$ cat src/rtl/cmsdk_uart_cmd_pkg.sv
// Shared command constants and state encodings for the UART stdout
// receiver and its escape-command decoder.
package cmsdk_uart_cmd_pkg;

    localparam logic [7:0] CMD_ESC     = 8'h1B;
    localparam logic [7:0] CMD_DBG_EN  = 8'h11;
    localparam logic [7:0] CMD_DBG_DIS = 8'h12;
    localparam logic [7:0] CMD_AUX     = 8'h13;
    localparam logic [7:0] CMD_SIMEND  = 8'h04;

    typedef enum logic [1:0] {
        RX_IDLE,
        RX_START,
        RX_DATA,
        RX_STOP
    } rx_state_t;

    typedef enum logic [1:0] {
        ST_NORMAL,
        ST_ESC,
        ST_AUX
    } cmd_state_t;

endpackage

$ cat src/rtl/cmsdk_uart_rx_core.sv
// 8N1 UART deserialiser: 2-FF synchroniser, RX FSM and bit timer.
// rx_valid/rx_ferr are strobes in the stop-sample cycle; rx_data holds the byte.
module cmsdk_uart_rx_core
    import cmsdk_uart_cmd_pkg::*;
#(
    parameter int CLKS_PER_BIT = 16
) (
    input  logic       clk,
    input  logic       rst_n,
    input  logic       rxd,
    output logic [7:0] rx_data,
    output logic       rx_valid,
    output logic       rx_ferr
);

    localparam int CNT_W = $clog2(CLKS_PER_BIT);
    localparam logic [CNT_W-1:0] HALF_LAST = CNT_W'(CLKS_PER_BIT / 2 - 1);
    localparam logic [CNT_W-1:0] BIT_LAST  = CNT_W'(CLKS_PER_BIT - 1);

    logic             rx_meta;
    logic             rxs;
    logic             rxs_q;
    rx_state_t        state;
    logic [CNT_W-1:0] cnt;
    logic [2:0]       bit_idx;
    logic [7:0]       shreg;
    logic             stop_bad;
    logic             stop_tick;

    assign stop_tick = (state == RX_STOP) && !stop_bad && (cnt == BIT_LAST);
    assign rx_data   = shreg;
    assign rx_valid  = stop_tick && rxs;
    assign rx_ferr   = stop_tick && !rxs;

    // Synchroniser and edge history reset low, so a line already low at
    // reset release never looks like a 1->0 start edge.
    always_ff @(posedge clk or negedge rst_n) begin
        if (!rst_n) begin
            rx_meta  <= 1'b0;
            rxs      <= 1'b0;
            rxs_q    <= 1'b0;
            state    <= RX_IDLE;
            cnt      <= '0;
            bit_idx  <= '0;
            shreg    <= '0;
            stop_bad <= 1'b0;
        end else begin
            rx_meta <= rxd;
            rxs     <= rx_meta;
            rxs_q   <= rxs;
            case (state)
                RX_IDLE: begin
                    if (rxs_q && !rxs) begin
                        state <= RX_START;
                        cnt   <= CNT_W'(1);  // edge cycle itself is count 0
                    end
                end
                RX_START: begin
                    if (cnt == HALF_LAST) begin
                        cnt     <= '0;
                        bit_idx <= '0;
                        state   <= rxs ? RX_IDLE : RX_DATA;
                    end else begin
                        cnt <= cnt + 1'b1;
                    end
                end
                RX_DATA: begin
                    if (cnt == BIT_LAST) begin
                        cnt     <= '0;
                        shreg   <= {rxs, shreg[7:1]};
                        bit_idx <= bit_idx + 3'd1;
                        if (bit_idx == 3'd7) state <= RX_STOP;
                    end else begin
                        cnt <= cnt + 1'b1;
                    end
                end
                RX_STOP: begin
                    if (stop_bad) begin
                        if (rxs) begin
                            stop_bad <= 1'b0;
                            state    <= RX_IDLE;
                        end
                    end else if (cnt == BIT_LAST) begin
                        if (rxs) state <= RX_IDLE;
                        else     stop_bad <= 1'b1;
                    end else begin
                        cnt <= cnt + 1'b1;
                    end
                end
                default: state <= RX_IDLE;
            endcase
        end
    end

endmodule

$ cat src/rtl/cmsdk_uart_cmd_decoder.sv
// Testbench-side stdout UART receiver: delivers ordinary characters and
// turns ESC-prefixed sequences into sticky control outputs.
module cmsdk_uart_cmd_decoder
    import cmsdk_uart_cmd_pkg::*;
#(
    parameter int CLKS_PER_BIT = 16
) (
    input  logic       CLK,
    input  logic       RESETn,
    input  logic       RXD,
    output logic [7:0] BYTE_DATA,
    output logic       BYTE_VALID,
    output logic       FRAME_ERR,
    output logic       DEBUG_TESTER_ENABLE,
    output logic [7:0] AUXCTRL,
    output logic       SIMULATIONEND
);

    logic [7:0] rx_data;
    logic       rx_valid;
    logic       rx_ferr;
    cmd_state_t cmd_state;

    cmsdk_uart_rx_core #(
        .CLKS_PER_BIT(CLKS_PER_BIT)
    ) u_rx_core (
        .clk      (CLK),
        .rst_n    (RESETn),
        .rxd      (RXD),
        .rx_data  (rx_data),
        .rx_valid (rx_valid),
        .rx_ferr  (rx_ferr)
    );

    always_ff @(posedge CLK or negedge RESETn) begin
        if (!RESETn) begin
            cmd_state           <= ST_NORMAL;
            BYTE_DATA           <= 8'h00;
            BYTE_VALID          <= 1'b0;
            FRAME_ERR           <= 1'b0;
            DEBUG_TESTER_ENABLE <= 1'b0;
            AUXCTRL             <= 8'h00;
            SIMULATIONEND       <= 1'b0;
        end else begin
            BYTE_VALID <= 1'b0;
            FRAME_ERR  <= 1'b0;
            if (rx_ferr) begin
                // A corrupted frame abandons any half-parsed command.
                FRAME_ERR <= 1'b1;
                cmd_state <= ST_NORMAL;
            end else if (rx_valid) begin
                case (cmd_state)
                    ST_NORMAL: begin
                        if (rx_data == CMD_ESC) begin
                            cmd_state <= ST_ESC;
                        end else begin
                            BYTE_DATA  <= rx_data;
                            BYTE_VALID <= 1'b1;
                        end
                    end
                    ST_ESC: begin
                        cmd_state <= ST_NORMAL;
                        case (rx_data)
                            CMD_DBG_EN:  DEBUG_TESTER_ENABLE <= 1'b1;
                            CMD_DBG_DIS: DEBUG_TESTER_ENABLE <= 1'b0;
                            CMD_SIMEND:  SIMULATIONEND       <= 1'b1;
                            CMD_AUX:     cmd_state           <= ST_AUX;
                            CMD_ESC:     cmd_state           <= ST_ESC;
                            default: begin
                                BYTE_DATA  <= rx_data;
                                BYTE_VALID <= 1'b1;
                            end
                        endcase
                    end
                    ST_AUX: begin
                        AUXCTRL   <= rx_data;
                        cmd_state <= ST_NORMAL;
                    end
                    default: cmd_state <= ST_NORMAL;
                endcase
            end
        end
    end

endmodule

$ cat config.mk
export PLATFORM = sky130hd
export DESIGN_NAME = cmsdk_uart_cmd_decoder
export DESIGN_NICKNAME = d
export VERILOG_FILES = /design/src/rtl/cmsdk_uart_cmd_pkg.sv /design/src/rtl/cmsdk_uart_rx_core.sv /design/src/rtl/cmsdk_uart_cmd_decoder.sv
export SDC_FILE = /design/constraint.sdc
export NUM_CORES = 1
export LEC_CHECK = 0
export ABC_AREA = 1
export CAP_MARGIN = 15
export CORE_UTILIZATION = 60
export DETAILED_ROUTE_END_ITERATION = 10
export PLACE_DENSITY = 0.84
export SETUP_SLACK_MARGIN = 0.4
export SLEW_MARGIN = 10
export SYNTH_ARGS = -nofsm -noshare
export SYNTH_HDL_FRONTEND = slang
export SYNTH_SLANG_ARGS = --single-unit
$ cat constraint.sdc
create_clock -name CLK -period 2.1 [get_ports CLK]
set_input_delay 0.525 -clock CLK [delete_from_list [all_inputs] [get_ports CLK]]
set_output_delay 0.525 -clock CLK [all_outputs]
set_load 0.005 [all_outputs]
* Yosys cells after proc, flatten, opt, wreduce, memory -nomap -nowiden
Cells that the tools add are included.
Word-level totals: logic and storage cells 100, flip-flop bits (word level) 43, bits of input ports 3, output and inout port bits 20
Operators by class: reductions and logical operators 23, mux-type cells 36, $add $sub $neg 2, eq/ne operators 23, bitwise operators 1
Operators with widths (number):
- 8-bit by 5-bit == test with 1-bit output, second input constant | 4
- 2-bit 2-to-1 mux | 11
- 4-bit 2-to-1 mux | 5
- 8-bit 2-to-1 mux | 2
- 4-bit one-hot mux with 4 select lines | 1
- 8-bit one-hot mux with 2 select lines | 1
- 5-bit AND reduction | 2
- 3-bit AND reduction | 3
- 8-bit by 3-bit == test with 1-bit output, second input constant | 1
- 1-bit 2-to-1 mux | 8
- 2-bit by 1-bit inequality test with 1-bit output, second input constant | 4
- 2-bit inequality test, second input constant | 4
- 2-bit one-hot mux with 2 select lines | 2
- 2-bit one-hot mux with 4 select lines | 1
- 4-bit AND reduction | 2
- 2-bit nonzero test | 4
- 2-bit == test, second input constant | 3
- 3-bit 2-to-1 mux | 2
- 3-bit one-hot mux with 2 select lines | 1
- 1-bit logical AND | 5
- 5-bit OR reduction | 1
- 4-bit by 1-bit adder with 4-bit output, second input constant | 1
- 2-bit by 1-bit == test with 1-bit output, second input constant | 2
- 4-bit by 3-bit == test with 1-bit output, second input constant | 1
- other kinds (10) | 14

* Depth between registers and ports, before layout
depth after elaboration 6, mapped depth 9, mapped depth without buffers 9

* Hierarchy
A second synthesis with hierarchy kept.
Second synthesis, totals: cell total of the unflattened synthesis 228, area, all modules 2063.2 sq um
By module, submodules not included:
- cmsdk_uart_rx_core | sequential area each 525.5 sq um, area each 1037.2 sq um, instances 1, cells an instance 117
- cmsdk_uart_cmd_decoder | sequential area each 550.5 sq um, area each 1026.0 sq um, instances 1, cells an instance 111

* Worst setup path before layout
OpenSTA, ideal clock, no wires.
path kind reg2reg, start point register u_rx_core.cnt[0], end point register AUXCTRL[6], data required time 1.982 ns, setup time 0.118 ns, cell stages (with the launch flop) 10, arrival 1.317 ns, clock period less this slack 1.435 ns, buffers on the path 1, setup slack 0.665 ns, path through dfrtp_1 -> ha_1 -> nand2_2 -> nor2_4 -> nand4_4 -> clkinv_2 -> nand3_4 -> buf_6 -> nand2_1 -> o21ai_2
Between the ends: cells in the longest elaborated chain, start to end 5, elaborated cells between the ends (all ways) 6, classes of those cells eq/ne (1); bitwise (1); reduce/logical (4)
Ends and longest elaborated chain:
- start: declaration | RTL line cmsdk_uart_rx_core.sv:24 | logic [CNT_W-1:0] cnt;
- start signal: assignment | RTL line cmsdk_uart_rx_core.sv:64 | cnt <= cnt + 1'b1;
- start signal: assignment | RTL line cmsdk_uart_rx_core.sv:74 | cnt <= cnt + 1'b1;
- start signal: assignment | RTL line cmsdk_uart_rx_core.sv:87 | cnt <= cnt + 1'b1;
- 4-bit == test (*) | RTL line cmsdk_uart_rx_core.sv:30 | assign stop_tick = (state == RX_STOP) && !stop_bad && (cnt == BIT_LAST);
- 1-bit logical AND (*) | RTL line cmsdk_uart_rx_core.sv:30
- 1-bit logical AND | RTL line cmsdk_uart_rx_core.sv:33 | assign rx_ferr = stop_tick && !rxs;
- 1-bit NOT (no source line)
- 3-bit AND reduction (no source line) (*)
- end signal: assignment | RTL line cmsdk_uart_cmd_decoder.sv:76 | AUXCTRL <= rx_data;
- end: declaration | RTL line cmsdk_uart_cmd_decoder.sv:15 | output logic [7:0] AUXCTRL,
Every way passes the cells marked *; elsewhere a longest branch is shown, timed or not. A chain may end at the register's enable or synchronous reset.

* Worst setup path after layout
start point register u_rx_core.cnt[0], end point register BYTE_DATA[6]
Between the ends: cells in the longest elaborated chain, start to end 5, elaborated cells between the ends (all ways) 6, classes of those cells eq/ne (1); bitwise (1); reduce/logical (4)
Ends and longest elaborated chain:
- 4-bit == test (*) | RTL line cmsdk_uart_rx_core.sv:30
- 1-bit logical AND (*) | RTL line cmsdk_uart_rx_core.sv:30
- 1-bit logical AND | RTL line cmsdk_uart_rx_core.sv:33
- 1-bit NOT (no source line)
- 5-bit AND reduction (no source line) (*)
- end signal: assignment | RTL line cmsdk_uart_cmd_decoder.sv:57 | BYTE_DATA <= rx_data;
- end signal: assignment | RTL line cmsdk_uart_cmd_decoder.sv:70 | BYTE_DATA <= rx_data;
- end: declaration | RTL line cmsdk_uart_cmd_decoder.sv:11 | output logic [7:0] BYTE_DATA,
Marked as above.

==> reports/metrics.yaml <==
grt:
  grt_pass1_vias: 1589
  overflow: 0
  grt_start_max_net_pins: 44
  track_usage_pct: 24.4
  grt_pass1_wl_um: 6490
  antenna_found_initial: 0
synthesis:
  synth_top_area_cell: "dfrtp_1"
  syn-num-nets: 244
  ys_top_cells_by_area: "dfrtp_1 (52%), nand2_1 (11%), nand3_1 (5.3%)"
  avgSynthCellArea_um2: 8.91
  yosysWarnings: 0
  synthCells: 234
  ys_seq_area_share_pct: 51.6
  synth_top_area_share_pct: 51.6
  synth_compound_area_share_pct: 11.8
  synthMuxAreaShare_pct: 0
  synth_xor_area_share_pct: 0.420
  synth_seq_cells: 43
  ys_types: 27
  synth_top_family_by_area: "simple AND/OR/NAND/NOR gates"
  syn_area_mm2: 0.00209
  synthAdderAreaFrac_pct: 4.20
  synth-simple-area-share_pct: 26.2
worst_setup_path:
  critical_path_depth: 9
  crit_type: "reg2reg"
  cp.arrival_ps: 2000
  crit_path_max_fanout: 8
  rr_startpoint: "u_rx_core.cnt[0]$_DFFE_PN0P_"
  cp-start-kind: "flip-flop"
  crit_required_ps: 2410
  end_kind: "flip-flop"
  r2r-end: "BYTE_DATA[6]$_DFFE_PN0P_"
  critPathBufInv: 1
  crit_end: "BYTE_DATA[6]$_DFFE_PN0P_"
  critPathTopFamily: "simple AND/OR/NAND/NOR gates"
  reg2reg_slack_ps: 410
  r2r_cells: 9
  cpPeakStageDelay_ps: 400
  slowest_stage: "dfrtp_1"
  critPathLaunch: "u_rx_core.cnt[0]$_DFFE_PN0P_"
  path_cells: "ha_2, nand2_2, nor2_4, nand4_4, inv_4, nand2_4, nor2_4, nand3_2, nand2_2"
timing:
  fmax_ghz: 0.591
  finalHoldViolations: 0
  finalClockSkew_ps: 14.5
  slew_headroom_pct: 64.7
  finalCriticalPeriod_ps: 1690
  hold_slack_ps: 216
  setup_tns_ps: 0
  slew_violations: 0
  setup_ws_ps: 408
  min_period_over_period_pct: 80.6
  setup_violations: 0
  rsz0062_at_grt: "yes"
  tightest_slew_ps: 529
clocking:
  cts_made_buffers: 5
  cts_buffer_depth: 2
  clk_latency_ps: 360
  cts_tree: "built"
  htreeDepth: 2
  cts-root-buf: "clkbuf_4"
  cts_sinks: 43
  postCtsHoldBufs: 0
  clk_pin_slew_ps: 130
routing:
  avgViaCountPerCell: 5.30
  drtAntennaViolNets: 0
  totalWireLength_um: 3960
  routedWlPerCell_um: 12.6
  drc: 0
  num_vias: 1668
  dr.pass1.iters: 4
  drt-initial-drc-count: 126
finish:
  drive_gt1_share_pct: 17.8
  finalInstanceArea_mm2: 0.00248
  n_antenna_cell: 0
  nNetsFinal: 278
  synthToLayoutAreaGrowth_pct: 18.7
  fill_cells: 253
  fin_cells: 315
placed_design:
  dpl.hpwl_um: 2890
  place_ws_ps: 446
  dp_cells: 301
  gp_congestion: 0.850
  dpl_cell_area_mm2: 0.00235
  numPortBuffers: 22
pwr:
  powerDensity_mw_per_mm2: 691
  leakage_nw: 1.29
  ir_worst_vdd_mv: 0.579
die:
  die_width_um: 61.0
  start_util_pct: 62.5
  dieArea_mm2: 0.00372
  placementRows: 21
  fp.dieH_um: 61.0
  core_region_area_mm2: 0.00334
  io_pins: 23
worst_hold_path:
  hold_path_class: "in2async"
run_status:
  status: "completed"
job:
  drv_cap: 0
[flip-flops by register name (all words and copies together), names as in the netlist, named ones only]
name / flops
AUXCTRL: 8
u_rx_core.bit_idx: 3
FRAME_ERR: 1
u_rx_core.rx_meta: 1
u_rx_core.rx_data: 8
SIMULATIONEND: 1
u_rx_core.rxs: 1
cmd_state: 2
BYTE_DATA: 8
DEBUG_TESTER_ENABLE: 1
u_rx_core.cnt: 4
u_rx_core.stop_bad: 1
BYTE_VALID: 1
u_rx_core.rxs_q: 1
u_rx_core.state: 1
[synth_stat cells]
| cell | number |
|---|---|
| nand4_1 | 2 |
| nor2_4 | 3 |
| o21a_1 | 1 |
| buf_6 | 1 |
| a21oi_1 | 6 |
| or2_2 | 1 |
| xor2_1 | 1 |
| nand3_4 | 1 |
| nand3_1 | 22 |
| clkinv_2 | 1 |
| o21ai_2 | 8 |
| dfrtp_1 | 43 |
| inv_1 | 26 |
| nor2_1 | 18 |
| ha_1 | 7 |
| nand4_4 | 1 |
| o21bai_1 | 1 |
| nor2_2 | 1 |
| o21ai_0 | 17 |
| o21bai_4 | 1 |
| nand2_1 | 60 |
| clkbuf_1 | 1 |
| nand3_2 | 2 |
| nand2_2 | 4 |
| o22ai_1 | 2 |
| a22oi_1 | 2 |
| inv_2 | 1 |
[cell usage in the layout, fill, tap and decap left out]
cell             instances
nand3_4                  2
ha_2                     3
nand3_1                 18
nand2_1                 59
clkbuf_4                 5
inv_1                   25
o21bai_1                 1
o21ai_0                 16
nand4_1                  2
o21ai_2                  8
nor2_1                  17
nand2_2                  4
a22oi_1                  2
nor2_4                   4
clkdlybuf4s50_1          1
nand4_4                  1
ha_1                     4
o21ai_1                  1
nand2_4                  1
buf_4                    7
dlymetal6s2s_1           1
o21bai_4                 1
buf_2                    1
inv_2                    2
dfrtp_1                 43
o21a_1                   1
clkinv_2                 1
dlygate4sd2_1           19
o22ai_1                  2
a21oi_1                  6
nor2_2                   1
clkbuf_1                 2
xor2_1                   1
or2_2                    1
inv_4                    1
nand3_2                  5
[worst min-delay path by stage]
stage | start | end | cells after the start
5_1_grt | RESETn | SIMULATIONEND$_DFFE_PN0P_ | 2
3_5_place_dp | u_rx_core.rx_meta$_DFF_PN0_ | u_rx_core.rxs$_DFF_PN0_ | 0
4_1_cts | RESETn | AUXCTRL[2]$_DFFE_PN0P_ | 2
3_3_place_gp | u_rx_core.rx_meta$_DFF_PN0_ | u_rx_core.rxs$_DFF_PN0_ | 0
2_1_floorplan | RESETn | AUXCTRL[0]$_DFFE_PN0P_ | 0
6_report | RESETn | BYTE_DATA[6]$_DFFE_PN0P_ | 2
[report_power, final]
part	switching, mW	internal [mW]
logic	0.246	0.142
registers	0.0512	0.878
clock network	0.264	0.131
[kinds of logic after synthesis]
logic type	Yosys count
adder cells (fa/ha/maj)	7
AO/OA/AOI/OAI	38
buffers and inverters	30
AND/OR/NAND/NOR	115
flip-flops	43
XOR/XNOR	1
[per-layer routing]
metal,vias to the layer above,track usage [%],share of wire (%)
met5,-,0,0
met3,10,6.40,3.5
li1,827,-,-
met1,793,27.7,43
met4,0,12.7,2.3
met2,38,42.1,51
[area by class of cell]
class	count	area [um2]	area share, %
clock buffer	7	45.0	1.82
clock inverter	1	5.00	0.202
inverter	28	108	4.35
multi-input combinational	161	938	37.9
sequential	43	1080	43.5
tap	46	57.6	2.32
timing repair buffer	29	246	9.95
[stage by stage]
| stage | util (%) | total power [mW] |
|---|---|---|
| finish | 74.2 | 1.71 |
| global route | 74.2 | 1.82 |
| CTS | 72.4 | 1.68 |
| detailed placement | 70.5 | 1.30 |
| global placement | 70.5 | 1.29 |
| floorplan | - | 1.20 |
[timing repair]
item	CTS	global route
cloned	0	0
pin swaps	0	2
endpoints found under the setup margin	20	24
resized for setup	19	16
buffers inserted	5	1
hold endpoints to repair	0	0
Note: power is estimated with default switching activity, not from simulation.
